$ cat src/rtl/chad_intc.sv
// ---------------------------------------------------------------------------
// chad_intc -- interrupt controller for the Chad core's irq/ivec/iack port.
//
// Rising edges on the NSRC peripheral lines are synchronized and latched into
// PENDING. The lowest-index request that is both pending and enabled is
// offered to the core as a registered irq with a 4-bit vector (source k uses
// vector k+1). Once the core acknowledges, the controller stays in service
// and offers nothing new until software writes EOI.
//
// Handshake: irq/ivec are stable while in REQ. An acknowledge is taken on a
// clock edge where iack=1 and hold=0; iack while hold=1 is ignored. A taken
// acknowledge drops irq and ivec on that same edge.
//
// Ports
//   clk, reset      core clock, synchronous active-high reset
//   hold            core hold; masks iack
//   src[NSRC]       asynchronous rising-edge interrupt lines
//   irq, ivec[4]    request and vector to the core (ivec=0 while irq=0)
//   iack            acknowledge from the core
//   io_addr[2]      register select: 0 ENABLE, 1 PENDING, 2 force/status,
//                   3 EOI/src levels
//   io_wr, io_rd    I/O strobes
//   din[WIDTH]      write data
//   io_dout[WIDTH]  registered read data, valid one edge after io_rd
// ---------------------------------------------------------------------------
module chad_intc #(
  parameter int WIDTH = 18,
  parameter int NSRC  = 8
) (
  input  logic             clk,
  input  logic             reset,
  input  logic             hold,
  input  logic [NSRC-1:0]  src,
  output logic             irq,
  output logic [3:0]       ivec,
  input  logic             iack,
  input  logic [1:0]       io_addr,
  input  logic             io_wr,
  input  logic             io_rd,
  input  logic [WIDTH-1:0] din,
  output logic [WIDTH-1:0] io_dout
);

  typedef enum logic [1:0] {
    ST_IDLE  = 2'd0,
    ST_REQ   = 2'd1,
    ST_INSVC = 2'd2
  } state_t;

  state_t          state, state_next;
  logic [NSRC-1:0] sync1, sync2, sync3;
  logic [1:0]      warm_cnt;
  logic            warm_done;
  logic [NSRC-1:0] enable, enable_next;
  logic [NSRC-1:0] pending, pend_sw, pend_next;
  logic [NSRC-1:0] rise, req, vec_mask;
  logic [3:0]      vec_q, vec_next, win_vec, ivec_d;
  logic            any_req, ack, withdraw, irq_d;
  logic            wr0, wr1, wr2, wr3;
  logic [WIDTH-1:0] rd_data;

  // Only the low NSRC bits of the write data are meaningful.
  logic unused_din;
  assign unused_din = &{1'b0, din[WIDTH-1:NSRC]};

  assign wr0 = io_wr && (io_addr == 2'd0);
  assign wr1 = io_wr && (io_addr == 2'd1);
  assign wr2 = io_wr && (io_addr == 2'd2);
  assign wr3 = io_wr && (io_addr == 2'd3);

  // Edge detection is held off until the synchronizer carries real input
  // levels and the edge flop has copied them once, so a line that was high
  // through reset is treated as a level, not as an edge.
  assign warm_done = (warm_cnt == 2'd3);
  assign rise      = sync2 & ~sync3 & {NSRC{warm_done}};

  // Lowest index wins: scan downward so the last hit is the smallest index.
  assign req = pending & enable;
  always_comb begin
    any_req = 1'b0;
    win_vec = 4'd0;
    for (int k = NSRC - 1; k >= 0; k--) begin
      if (req[k]) begin
        any_req = 1'b1;
        win_vec = 4'(k + 1);
      end
    end
  end

  // One-hot mask of the source behind the latched vector.
  always_comb begin
    vec_mask = '0;
    for (int k = 0; k < NSRC; k++) vec_mask[k] = (vec_q == 4'(k + 1));
  end

  assign ack         = (state == ST_REQ) && iack && !hold;
  assign enable_next = wr0 ? din[NSRC-1:0] : enable;

  // Software clear, then software set, then the acknowledge clear; a fresh
  // edge is ORed in last so it survives any clear on the same edge.
  always_comb begin
    pend_sw = pending;
    if (wr1) pend_sw = pend_sw & ~din[NSRC-1:0];
    if (wr2) pend_sw = pend_sw | din[NSRC-1:0];
    pend_next = (pend_sw & ~(ack ? vec_mask : '0)) | rise;
  end

  // Request withdrawn when the active source loses its pending or enable bit.
  assign withdraw = ((pend_next & enable_next & vec_mask) == '0);

  // Next-state logic
  always_comb begin
    state_next = state;
    case (state)
      ST_IDLE:  if (any_req) state_next = ST_REQ;
      ST_REQ: begin
        if (ack)           state_next = ST_INSVC;
        else if (withdraw) state_next = ST_IDLE;
      end
      ST_INSVC: if (wr3) state_next = ST_IDLE;
      default:  state_next = ST_IDLE;
    endcase
  end

  // Output logic: irq/ivec are computed for the next state and registered.
  always_comb begin
    irq_d    = (state_next == ST_REQ);
    vec_next = ((state == ST_IDLE) && (state_next == ST_REQ)) ? win_vec : vec_q;
    ivec_d   = irq_d ? vec_next : 4'd0;
  end

  always_comb begin
    rd_data = '0;
    case (io_addr)
      2'd0: rd_data[NSRC-1:0] = enable;
      2'd1: rd_data[NSRC-1:0] = pending;
      2'd2: rd_data[5:0]      = {state, vec_q};
      2'd3: rd_data[NSRC-1:0] = sync2;
      default: rd_data = '0;
    endcase
  end

  // State register and datapath registers
  always_ff @(posedge clk) begin
    if (reset) begin
      state    <= ST_IDLE;
      sync1    <= '0;
      sync2    <= '0;
      sync3    <= '0;
      warm_cnt <= 2'd0;
      enable   <= '0;
      pending  <= '0;
      vec_q    <= 4'd0;
      irq      <= 1'b0;
      ivec     <= 4'd0;
      io_dout  <= '0;
    end else begin
      state    <= state_next;
      sync1    <= src;
      sync2    <= sync1;
      sync3    <= sync2;
      if (!warm_done) warm_cnt <= warm_cnt + 2'd1;
      enable   <= enable_next;
      pending  <= pend_next;
      vec_q    <= vec_next;
      irq      <= irq_d;
      ivec     <= ivec_d;
      if (io_rd) io_dout <= rd_data;
    end
  end

endmodule
$ cat config.mk
export PLATFORM = sky130hd
export DESIGN_NAME = chad_intc
export DESIGN_NICKNAME = d
export VERILOG_FILES = /design/src/rtl/chad_intc.sv
export SDC_FILE = /design/constraint.sdc
export NUM_CORES = 1
export LEC_CHECK = 0
export ABC_AREA = 1
export BUFFER_PORTS_ARGS = -buffer_cell sky130_fd_sc_hd__buf_2
export CAP_MARGIN = 20
export CELL_PAD_IN_SITES_DETAIL_PLACEMENT = 2
export CELL_PAD_IN_SITES_GLOBAL_PLACEMENT = 2
export CORE_MARGIN = 2
export CORE_UTILIZATION = 29
export CTS_CLUSTER_SIZE = 28
export DETAILED_ROUTE_END_ITERATION = 8
export PLACE_DENSITY = 0.76
export RECOVER_POWER = 50
export SYNTH_ARGS = -nofsm -noshare
export SYNTH_HDL_FRONTEND = slang
export SYNTH_SLANG_ARGS = --single-unit
export TNS_END_PERCENT = 5
$ cat constraint.sdc
create_clock -name clk -period 1.7 [get_ports clk]
set_input_delay 0.085 -clock clk [delete_from_list [all_inputs] [get_ports clk]]
set_output_delay 0.085 -clock clk [all_outputs]
set_load 0.02 [all_outputs]
==> reports/metrics.cfg <==
[synth]
synthTopCellsByArea = dfxtp_1, nand2_1, nor2_1
seq_area_frac_synth = 0.430
synth_top_family_by_area = simple AND/OR/NAND/NOR gates
synth_compound_area_frac = 0.117
syn_area_um2 = 2840
yosysTopAreaCellShare = 0.430
yosysTopAreaCell = dfxtp_1
synth_mux_area_frac = 0
post-synth-top-count-cell = nand2_1
synth_adder_area_share = 0.00441
netlist-cell-type-count = 29
async_flop_share = 0
avgSynthCellArea_um2 = 6.79
yosys-top-cells-count = nand2_1, nor2_1, dfxtp_1
yosysWarnings = 0
synth_cells = 418
ys.flop_type = dfxtp_1
synthSimpleGateAreaFrac = 0.308
synth_edf_count = 0
ys_seq_elements = 61
synth_xor_area_frac = 0.00308

[timing]
timing.final.ws_setup_ns = -0.00990
fin_crit_sh = 1.01
hold_viol_final = 0
setup_viol = 2
fin_crit_ns = 1.71
skew_ns = 0.0133
rsz0062_at_grt = true
max_freq_mhz = 585
drv_slew = 0
tns_ns = -0.00998

[global_route]
antenna_found_initial = 0
grt-busiest-layer = met2
grt_util_met3 = 0.0386
grt_usage = 0.189
grt_pass1_vias = 3040
grt-ovfl-total = 0
grt_first_pass_wirelength_um = 14900
met1_usage = 0.225
grt_use_met2 = 0.344
grt_max_degree = 26

[routing]
vias = 2845
drtIter0Drc = 61
wire_per_inst_um = 15.1
wirelength_um = 9520
drc_errors = 0
ant_nets = 0
firstDrtPassIters = 4
via_per_inst = 4.52

[worst_setup_path]
regToRegStartpoint = vec_q[1]
cp.arrival_ns = 1.94
crit_path_end_kind = flip-flop
worstSetupPathType = flip-flop to flip-flop
r2r-end = ivec[3]
worstRegToRegCells = 14
cp_max_fo = 6
max_stage_delay_ns = 0.35
worstSetupStartpoint = vec_q[1]
timing.critical_path.mode_cell = nand2_1
cp-start-kind = flip-flop
crit_path_end = ivec[3]
r2r_slack_ns = -0.01
cp_cell_sequence = inv_1 > nand2_1 > nor2_1 > nand2_1 > nand2_1 > nand2_1 > nand2_1 > nand2_1 > nor2_1 > nand2_1 > nand2_1 > nand2_2 > nand2_4 > nor2_2
crit_slowest_cell = dfxtp_2
cp.required_ns = 1.93

[run_status]
violations = negative setup slack
outcome = finished with violations

[pwr]
totalPowerFinal_mw = 3.40
vdd_drop_max_mv = 0.309
p_per_area_nw_per_um2 = 922
power.leakage_nw = 1.77

[min_path]
min-delay-path-class = primary input to flip-flop

[cts]
cts_made_buffers = 9
clock_latency_ns = 0.35
cts_tree = done
clkSlewWorstSetupHoldPaths_ns = 0.08
cts_sinks = 61
htree_levels = 3
clock_path_buffers = 2
cts-root-buf = clkbuf_8

[placement]
hpwlAfterDp_um = 7160
gp_congestion = 0.818
portBuffers = 36

[layout]
drive_gt1_frac = 0.244
ff_latch_area_um2 = 1220
nets = 526
areaGrowthSynthToFinish_pct = 29.7
multiInputGateArea_um2 = 1290
num-fill-cells = 1192
diodes = 0

[run]
drv_cap = 0

[die]
ios = 57
die_w_um = 103
initial_core_util = 0.295
die_y_um = 103
dieArea_um2 = 10600
row_count = 36
core_um2 = 9640

## worst min path at each step
stage	endpoint	start	slack (ns)	cells past startpoint
after global routing	enable[4]	din[4]	0.04	3
after detailed placement	sync1[5]	src[5]	0.30	3
final	enable[4]	din[4]	0.01	3
after floorplan	sync1[0]	src[0]	0.19	2
after global placement	sync1[2]	src[2]	0.28	3
after CTS	enable[4]	din[4]	0.01	3
## state kept, by name (all words and copies together) (netlist names)
| signal | cells |
|---|---|
| enable | 8 |
| sync2 | 8 |
| sync1 | 8 |
| ivec | 4 |
| irq | 1 |
| state | 2 |
| io_dout | 8 |
| pending | 8 |
| vec_q | 4 |
| warm_cnt | 2 |
| sync3 | 8 |
## layout by cell type (no fill, tap or decap), types with 4 or more instances in the layout
| cell type | instances |
|---|---|
| nand4_1 | 8 |
| a31oi_1 | 6 |
| nand2_1 | 97 |
| dlygate4sd3_1 | 8 |
| nand2_2 | 10 |
| buf_12 | 4 |
| buf_4 | 28 |
| nor2_1 | 71 |
| a21oi_1 | 14 |
| buf_2 | 34 |
| conb_1 | 10 |
| dfxtp_1 | 59 |
| nand3_1 | 4 |
| nor2_2 | 13 |
| inv_1 | 59 |
| inv_2 | 6 |
| clkbuf_8 | 11 |
| o22ai_1 | 6 |
| o21ai_0 | 21 |
## critical path: cells and delay by family (launching register included)
family,cells,cell delay (ns)
simple gates,13,1.14
flops,1,0.35
buf+inv,1,0.10
## per-layer routing
metal / up-vias / routed length [um]
met1: 1375 / 4210
met2: 46 / 4960
li1: 1415 / -
met5: - / 0
met3: 9 / 259
met4: 0 / 91
## area by class of cell
cell class	instances	area share
Multi-Input combinational cell	278	0.351
Sequential cell	61	0.332
Timing Repair Buffer	76	0.149
Clock buffer	11	0.0411
Clock inverter	5	0.0160
Tap cell	133	0.0452
Inverter	65	0.0662
## stage by stage
step / std cells / area [um^2] / util / setup slack, ns / hold WS, ns
6_report: 629 / 3680 / 0.382 / -0.00990 / 0.0110
5_1_grt: 629 / 3680 / 0.382 / -0.201 / 0.0382
4_1_cts: 628 / 3670 / 0.380 / -0.0163 / 0.00996
3_5_place_dp: 604 / 3360 / 0.349 / -0.0326 / 0.296
3_3_place_gp: 604 / 3360 / 0.349 / 0.0259 / 0.285
2_1_floorplan: 427 / 2870 / - / 0.267 / 0.192
## timing repair
item	CTS	global route
pin swaps	1	4
resized for setup	6	12
hold buffers	8	0
buffers inserted	0	1
setup endpoints to repair	6	8
endpoints found under the hold margin	8	0
## kinds of logic (layout without fill, tap and decap cells)
family,Yosys count,in the layout
adder cells (fa/ha/maj),1,1
other,1,10
buffers and inverters,88,157
AO/OA/AOI/OAI,56,56
AND/OR/NAND/NOR,210,210
flip-flops,61,61
XOR/XNOR,1,1
## where the power goes
part	leakage, nW	total, mW	switching, mW	internal [mW]
clock network	0.102	1.39	0.637	0.757
registers	0.500	1.54	0.0380	1.50
logic	1.17	0.466	0.289	0.177
Power figures use the tool's default switching activity.
